--- config.mk ---
export PLATFORM = sky130hd
export DESIGN_NAME = panel_layer_compositor
export DESIGN_NICKNAME = d
export VERILOG_FILES = /design/src/rtl/panel_layer_compositor.sv
export SDC_FILE = /design/constraint.sdc
export NUM_CORES = 1
export LEC_CHECK = 0
export CAP_MARGIN = 30
export CORE_MARGIN = 3
export CORE_UTILIZATION = 56
export CTS_CLUSTER_SIZE = 40
export DETAILED_ROUTE_END_ITERATION = 6
export DONT_BUFFER_PORTS = 1
export GPL_ROUTABILITY_DRIVEN = 1
export HOLD_SLACK_MARGIN = 0.12
export PLACE_DENSITY = 0.71
export SLEW_MARGIN = 20
export SYNTH_ARGS = -nofsm -noshare
export SYNTH_HDL_FRONTEND = slang
export SYNTH_SLANG_ARGS = --single-unit
--- constraint.sdc ---
create_clock -name clk -period 8.55 [get_ports clk]
set_input_delay 0.855 -clock clk [delete_from_list [all_inputs] [get_ports clk]]
set_output_delay 0.855 -clock clk [all_outputs]
set_load 0.01 [all_outputs]
--- src/rtl/panel_layer_compositor.sv ---
// Panel layer compositor: walks every pixel index, requests one pixel from the
// attached layer source, and read-modify-writes the blended result into the
// frame buffer. One pass composites one layer.
module panel_layer_compositor #(
    parameter int PIXELS  = 1024,
    parameter int TIMEOUT = 255
) (
    input  logic        clk,
    input  logic        rst_n,
    input  logic        start,
    output logic        busy,
    output logic        done,
    output logic [7:0]  timeout_count,
    output logic        layer_valid,
    output logic [9:0]  layer_index,
    input  logic        layer_ready,
    input  logic [7:0]  layer_red,
    input  logic [7:0]  layer_green,
    input  logic [7:0]  layer_blue,
    input  logic [7:0]  layer_alpha,
    input  logic [1:0]  layer_blend,
    output logic [9:0]  fb_rd_addr,
    input  logic [23:0] fb_rd_data,
    output logic        fb_wr_en,
    output logic [9:0]  fb_wr_addr,
    output logic [23:0] fb_wr_data
);

    localparam logic [1:0] S_IDLE  = 2'd0;
    localparam logic [1:0] S_REQ   = 2'd1;
    localparam logic [1:0] S_BLEND = 2'd2;
    localparam logic [1:0] S_DONE  = 2'd3;

    localparam logic [9:0] LAST_IDX = 10'(PIXELS - 1);
    localparam logic [7:0] TO_LIMIT = 8'(TIMEOUT);

    logic [1:0] state_q, state_d;
    logic [9:0] idx_q, idx_d;
    logic [7:0] wait_q, wait_d;
    logic [7:0] tcnt_q, tcnt_d;
    logic       busy_q, busy_d;
    logic       done_q, done_d;
    logic       valid_q, valid_d;
    logic       wr_en_q, wr_en_d;
    logic [7:0] px_r_q, px_r_d;
    logic [7:0] px_g_q, px_g_d;
    logic [7:0] px_b_q, px_b_d;
    logic [7:0] px_a_q, px_a_d;
    logic [1:0] px_m_q, px_m_d;

    // Additive blend: 9-bit sum clamped to full scale.
    function automatic logic [7:0] sat_add(input logic [7:0] c, input logic [7:0] b);
        logic [8:0] sum;
        sum = {1'b0, c} + {1'b0, b};
        return sum[8] ? 8'hFF : sum[7:0];
    endfunction

    // Alpha blend with +255 bias so a=255 yields c and a=0 yields b exactly.
    function automatic logic [7:0] alpha_mix(input logic [7:0] c, input logic [7:0] b,
                                             input logic [7:0] a);
        logic [15:0] sum;
        sum = ({8'd0, c} * {8'd0, a}) + ({8'd0, b} * {8'd0, 8'd255 - a}) + 16'd255;
        return 8'(sum >> 8);
    endfunction

    function automatic logic [7:0] blend_ch(input logic [1:0] mode, input logic [7:0] c,
                                            input logic [7:0] b, input logic [7:0] a);
        case (mode)
            2'd1:    return sat_add(c, b);
            2'd2:    return alpha_mix(c, b, a);
            default: return c;
        endcase
    endfunction

    // Next-state logic for the pixel walk and handshake.
    always_comb begin
        state_d = state_q;
        idx_d   = idx_q;
        wait_d  = wait_q;
        tcnt_d  = tcnt_q;
        busy_d  = busy_q;
        done_d  = 1'b0;
        valid_d = valid_q;
        wr_en_d = 1'b0;
        px_r_d  = px_r_q;
        px_g_d  = px_g_q;
        px_b_d  = px_b_q;
        px_a_d  = px_a_q;
        px_m_d  = px_m_q;
        case (state_q)
            S_IDLE: begin
                if (start) begin
                    state_d = S_REQ;
                    idx_d   = 10'd0;
                    wait_d  = 8'd0;
                    tcnt_d  = 8'd0;
                    busy_d  = 1'b1;
                    valid_d = 1'b1;
                end
            end
            S_REQ: begin
                wait_d = wait_q + 8'd1;
                if (layer_ready) begin
                    px_r_d  = layer_red;
                    px_g_d  = layer_green;
                    px_b_d  = layer_blue;
                    px_a_d  = layer_alpha;
                    px_m_d  = layer_blend;
                    wr_en_d = (layer_blend != 2'd3);
                    valid_d = 1'b0;
                    state_d = S_BLEND;
                end else if (wait_q + 8'd1 == TO_LIMIT) begin
                    // Abandoned pixel: no write, just account for it.
                    if (tcnt_q != 8'hFF) begin
                        tcnt_d = tcnt_q + 8'd1;
                    end
                    valid_d = 1'b0;
                    state_d = S_BLEND;
                end
            end
            S_BLEND: begin
                if (idx_q == LAST_IDX) begin
                    done_d  = 1'b1;
                    state_d = S_DONE;
                end else begin
                    idx_d   = idx_q + 10'd1;
                    wait_d  = 8'd0;
                    valid_d = 1'b1;
                    state_d = S_REQ;
                end
            end
            S_DONE: begin
                busy_d  = 1'b0;
                state_d = S_IDLE;
            end
            default: state_d = S_IDLE;
        endcase
    end

    // State and registered outputs, cleared asynchronously.
    always_ff @(posedge clk or negedge rst_n) begin
        if (!rst_n) begin
            state_q <= S_IDLE;
            idx_q   <= 10'd0;
            wait_q  <= 8'd0;
            tcnt_q  <= 8'd0;
            busy_q  <= 1'b0;
            done_q  <= 1'b0;
            valid_q <= 1'b0;
            wr_en_q <= 1'b0;
            px_r_q  <= 8'd0;
            px_g_q  <= 8'd0;
            px_b_q  <= 8'd0;
            px_a_q  <= 8'd0;
            px_m_q  <= 2'd0;
        end else begin
            state_q <= state_d;
            idx_q   <= idx_d;
            wait_q  <= wait_d;
            tcnt_q  <= tcnt_d;
            busy_q  <= busy_d;
            done_q  <= done_d;
            valid_q <= valid_d;
            wr_en_q <= wr_en_d;
            px_r_q  <= px_r_d;
            px_g_q  <= px_g_d;
            px_b_q  <= px_b_d;
            px_a_q  <= px_a_d;
            px_m_q  <= px_m_d;
        end
    end

    // The RAM read data arrives during BLEND; the blend of it with the captured
    // pixel is gated by the registered write strobe so nothing leaks out otherwise.
    assign fb_wr_data = wr_en_q ? {blend_ch(px_m_q, px_r_q, fb_rd_data[23:16], px_a_q),
                                   blend_ch(px_m_q, px_g_q, fb_rd_data[15:8],  px_a_q),
                                   blend_ch(px_m_q, px_b_q, fb_rd_data[7:0],   px_a_q)}
                                : 24'd0;

    assign busy          = busy_q;
    assign done          = done_q;
    assign timeout_count = tcnt_q;
    assign layer_valid   = valid_q;
    assign layer_index   = idx_q;
    assign fb_rd_addr    = idx_q;
    assign fb_wr_en      = wr_en_q;
    assign fb_wr_addr    = idx_q;

endmodule

Word level (Yosys, flattened, before mapping)
Cells that the tools add are included.
Widths: inputs -> output; s select.
{ "totals": {"output_inout_bits": 66, "input_bits": 62, "regBits": 66, "elab_cells": 91} }
{ "classes": {"muxes": 32, "n_reduce_logical": 12, "eq_ne": 15, "mul": 6, "n_addsub": 13} }
{ "op_table": {"columns": ["operator", "n"], "rows": [
  ["$mul 8x8->16", 6],
  ["$mux 8", 8],
  ["$pmux 8 s2", 4],
  ["$add 16x16->16", 3],
  ["$add 16x8->16 const B", 3],
  ["$add 8x8->9", 3],
  ["$mux 24", 1],
  ["$pmux 8 s3", 1],
  ["$mux 10", 2],
  ["$pmux 10 s2", 1],
  ["$add 8x1->8 const B", 2],
  ["$ne 2x2->1 const B", 6],
  ["$add 10x1->10 const B", 1],
  ["$eq 10x10->1 const B", 1],
  ["$eq 8x8->1 const B", 1],
  ["$mux 1", 8],
  ["$mux 2", 4],
  ["$ne 8x8->1 const B", 1],
  ["$pmux 2 s4", 1],
  ["$sub 8x8->8 const A", 1],
  ["$eq 2x2->1 const B", 3],
  ["$reduce_and 2->1", 3],
  ["$reduce_and 3->1", 2],
  ["$reduce_bool 2->1", 3],
  ["other kinds (8)", 9]
]} }

Logic depth before layout (Yosys ltp)
{ "logic_depth": {"ltp_word": 6, "mapped_depth": 21, "mapped_depth_nobuf": 19} }

Worst setup path after synthesis
Ideal clock, no wire load.
{ "synth_path": {"path_kind": "reg2out", "startpoint": "reg px_a_q[1]", "endpoint": "out fb_wr_data[22]", "stages_incl_launch_ff": 19, "path_buffers": 2, "t_arrival_ns": 5.696, "setup_slack_ns": 1.999, "path_cell_list": "dfrtp_1 -> clkbuf_1 -> clkbuf_1 -> nand2_1 -> fa_1 -> fa_1 -> inv_1 -> fa_1 -> fa_1 -> fa_1 -> inv_1 -> fa_1 -> inv_1 -> ha_1 -> o21ai_0 -> o21ai_0 -> o221ai_2 -> or4b_1 -> a41oi_1"} }
{ "synth_via": {"elab_chain_cells": 6, "elab_cells_between_ends": 7, "classes_between": "3 x add/sub; 2 x mul; 2 x mux"} }
{ "synth_rtl": {"columns": ["element", "line", "rtl"], "rows": [
  ["start: declaration", "48", "logic [7:0] px_a_q, px_a_d;"],
  ["start signal: assignment", "168", "px_a_q <= px_a_d;"],
  ["$sub 8x8->8", "62", "sum = ({8'd0, c} * {8'd0, a}) + ({8'd0, b} * {8'd0, 8'd255 - a}) + 16'd255;"],
  ["$mul 8x8->16", "62", null],
  ["$add 16x16->16 (*)", "62", null],
  ["$add 16x8->16 (*)", "62", null],
  ["$pmux 8 s2 (*)", "68", "case (mode)"],
  ["$mux 24 (*)", "175", "assign fb_wr_data = wr_en_q ? {blend_ch(px_m_q, px_r_q, fb_rd_data[23:16], px_a_q),"],
  ["end: declaration", "26", "output logic [23:0] fb_wr_data"]
]} }
Mark *: on every way between the ends. The rest lies on a longest branch, timed or not.

Final worst setup path
{ "layout_path": {"startpoint": "reg px_a_q[3]", "endpoint": "out fb_wr_data[22]"} }
The elaborated chain is that of the path after synthesis.

==> impl_metrics.env <==
export IMPL_yosys_area_top_type="fa_1"
export IMPL_cts_sinks=66
export IMPL_synth_edf_count=0
export IMPL_grt_overflow=0
export IMPL_fin_crit_ns=7.691
export IMPL_synth_common_cells="409 x inv_1, 309 x fa_1, 192 x ha_1"
export IMPL_timing_hold_ws_ns=0.1847
export IMPL_synth_top_area_share_pct=34.53
export IMPL_antenna_left=0
export IMPL_root_buffer="clkbuf_16"
export IMPL_die_h_um=184.9
export IMPL_worstSetupPathType="flop to output pin"
export IMPL_syn_num_nets=2567
export IMPL_coreArea_um2=31070
export IMPL_drt_wirelength_per_cell_um=19.38
export IMPL_hold_viol=0
export IMPL_critPathRequiredTime_ns=7.70
export IMPL_grt_max_degree=67
export IMPL_io_buffer_count=0
export IMPL_cts_tree="built"
export IMPL_netlist_area_um2=17910
export IMPL_crit_reg2reg_launch="state_q[0]"
export IMPL_synthDistinctLibCells=75
export IMPL_netlist_instances=2004
export IMPL_utilization_pct=59.23
export IMPL_synth_async_reset_ratio_pct=100.0
export IMPL_drv_slew=0
export IMPL_drive_above_1_share_pct=4.143
export IMPL_path_cells="nor2b_1 > fa_1 > inv_1 > fa_1 > inv_1 > fa_1 > fa_1 > fa_1 > inv_1 > fa_1 > inv_1 > ha_1 > o21ai_0 > o21ai_0 > o221ai_2 > or4b_1 > a41oi_1"
export IMPL_worstMarginPinSlew_ns=0.9974
export IMPL_cp_end_kind="output pin"
export IMPL_grt_pass1_wl_um=74690
export IMPL_firstDrtPassIters=6
export IMPL_synth_avg_cell_area_um2=8.939
export IMPL_clock_path_buffers=2
export IMPL_hold_class="primary input to asynchronous set/reset pin"
export IMPL_dieArea_um2=34170
export IMPL_dp_hpwl_um=35010
export IMPL_setup_viol=0
export IMPL_cts_setup_buffers=0
export IMPL_start_util_pct=57.66
export IMPL_cts_max_level=3
export IMPL_grt_pass1_vias=14490
export IMPL_numPlacedInstances=2309
export IMPL_synth_most_common_cell="inv_1"
export IMPL_regToRegEndpoint="timeout_count[5]"
export IMPL_nets=2489
export IMPL_crit_family="adder cells"
export IMPL_pin_count=128
export IMPL_max_stage_delay_ns=1.00
export IMPL_cts_hold_buffers=0
export IMPL_path_common_cell="fa_1"
export IMPL_die_w_um=184.9
export IMPL_vias=13530
export IMPL_antenna_found_initial=2
export IMPL_fin_cells=2328
export IMPL_fp_row_count=64
export IMPL_path_buf_inv=4
export IMPL_fmax_mhz=130.0
export IMPL_drt_total_wl_um=45110
export IMPL_maxCapViolCount=0
export IMPL_fillers=2749
export IMPL_period_share_pct=89.95
export IMPL_synthTopCellsByArea="fa_1 35%, ha_1 13%, dfrtp_1 9.2%"
export IMPL_relSlewSlack_pct=33.44
export IMPL_r2r_slack_ns=6.04
export IMPL_place_congestion=0.8739
export IMPL_numCtsBuffers=9
export IMPL_crit_slowest_cell="dfrtp_2"
export IMPL_crit_start="px_a_q[3]"
export IMPL_cts_resized=0
export IMPL_yosys_warnings=0
export IMPL_fin_skew_ns=0.01308
export IMPL_tns_ns=0
export IMPL_grt_setup_unrepaired="no"
export IMPL_insertion_delay_ns=0.37
export IMPL_syn_to_final_growth_pct=2.717
export IMPL_cp_max_fo=49
export IMPL_crit_arrival_ns=6.84
export IMPL_drc=0
export IMPL_viasPerCell=5.812
export IMPL_cp_start_kind="flop"
export IMPL_clk_pin_slew_ns=0.07
export IMPL_drt_initial_drc_count=783
export IMPL_synth_ff_type="dfrtp_1"
export IMPL_ys_seq_area_share_pct=9.219
export IMPL_status="completed"
export IMPL_rr_worst_depth=6
export IMPL_track_usage_pct=27.65
export IMPL_ys_seq_elements=66
-- sequential cells by signal, summed over array words and instances, names as in the netlist --
name,count
fb_rd_addr,10
px_a_q,8
px_b_q,8
px_g_q,8
px_r_q,8
timeout_count,8
wait_q,8
px_m_q,2
state_q,2
busy,1
done,1
fb_wr_en,1
layer_valid,1
-- how the worst max path moves through the flow --
stage / end / slack (ns) / depth (start not counted)
2_1_floorplan: fb_wr_data[22] / 2.00 / 18
3_3_place_gp: fb_wr_data[4] / 1.32 / 19
3_5_place_dp: fb_wr_data[22] / 1.24 / 17
4_1_cts: fb_wr_data[22] / 0.85 / 17
5_1_grt: fb_wr_data[23] / 0.60 / 18
6_report: fb_wr_data[22] / 0.86 / 17
-- logic make-up after synthesis --
group,count (synthesis),synth area share (%)
buf+inv,516,11.36
compound gates,261,9.408
xor+xnor,39,1.907
mux,38,2.361
fa+ha+maj,501,47.94
flops,66,9.219
simple gates,583,17.80
-- through the flow --
| stage | setup WS, ns | cell area [um^2] |
|---|---|---|
| floorplan | 1.999 | 17910 |
| global placement | 1.323 | 18020 |
| detailed placement | 1.243 | 18030 |
| CTS | 0.8548 | 18340 |
| global route | 0.5973 | 18400 |
| finish | 0.8594 | 18400 |
-- area by class of cell --
cell class | instances | area, um^2 | area share [%]
Inverter | 412 | 1548 | 8.411
Antenna cell | 1 | 2.502 | 0.01360
Clock buffer | 9 | 225.2 | 1.224
Tap cell | 396 | 495.5 | 2.693
Timing Repair Buffer | 15 | 160.2 | 0.8703
Clock inverter | 7 | 83.83 | 0.4556
Multi-Input combinational cell | 1422 | 14230 | 77.33
Sequential cell | 66 | 1657 | 9.003
-- layer usage --
| layer | global-route usage [%] | vias up | wire, um |
|---|---|---|---|
| li1 | - | 6117 | - |
| met1 | 35.93 | 6840 | 18410 |
| met2 | 46.60 | 488 | 21690 |
| met3 | 5.715 | 84 | 3619 |
| met4 | 9.004 | 2 | 1383 |
| met5 | 0 | - | 7 |
-- cells in the final DEF, fill, tap and decap left out, types with 60 or more instances in the layout --
cell / count
a21oi_1: 60
and2_1: 95
dfrtp_1: 62
fa_1: 309
ha_1: 192
inv_1: 409
nand2_1: 133
nand2b_1: 111
nor2b_1: 88
o21ai_0: 75
Power is not shown: default switching activity piles up to over one toggle a cycle in this logic, so the estimate is an artifact.
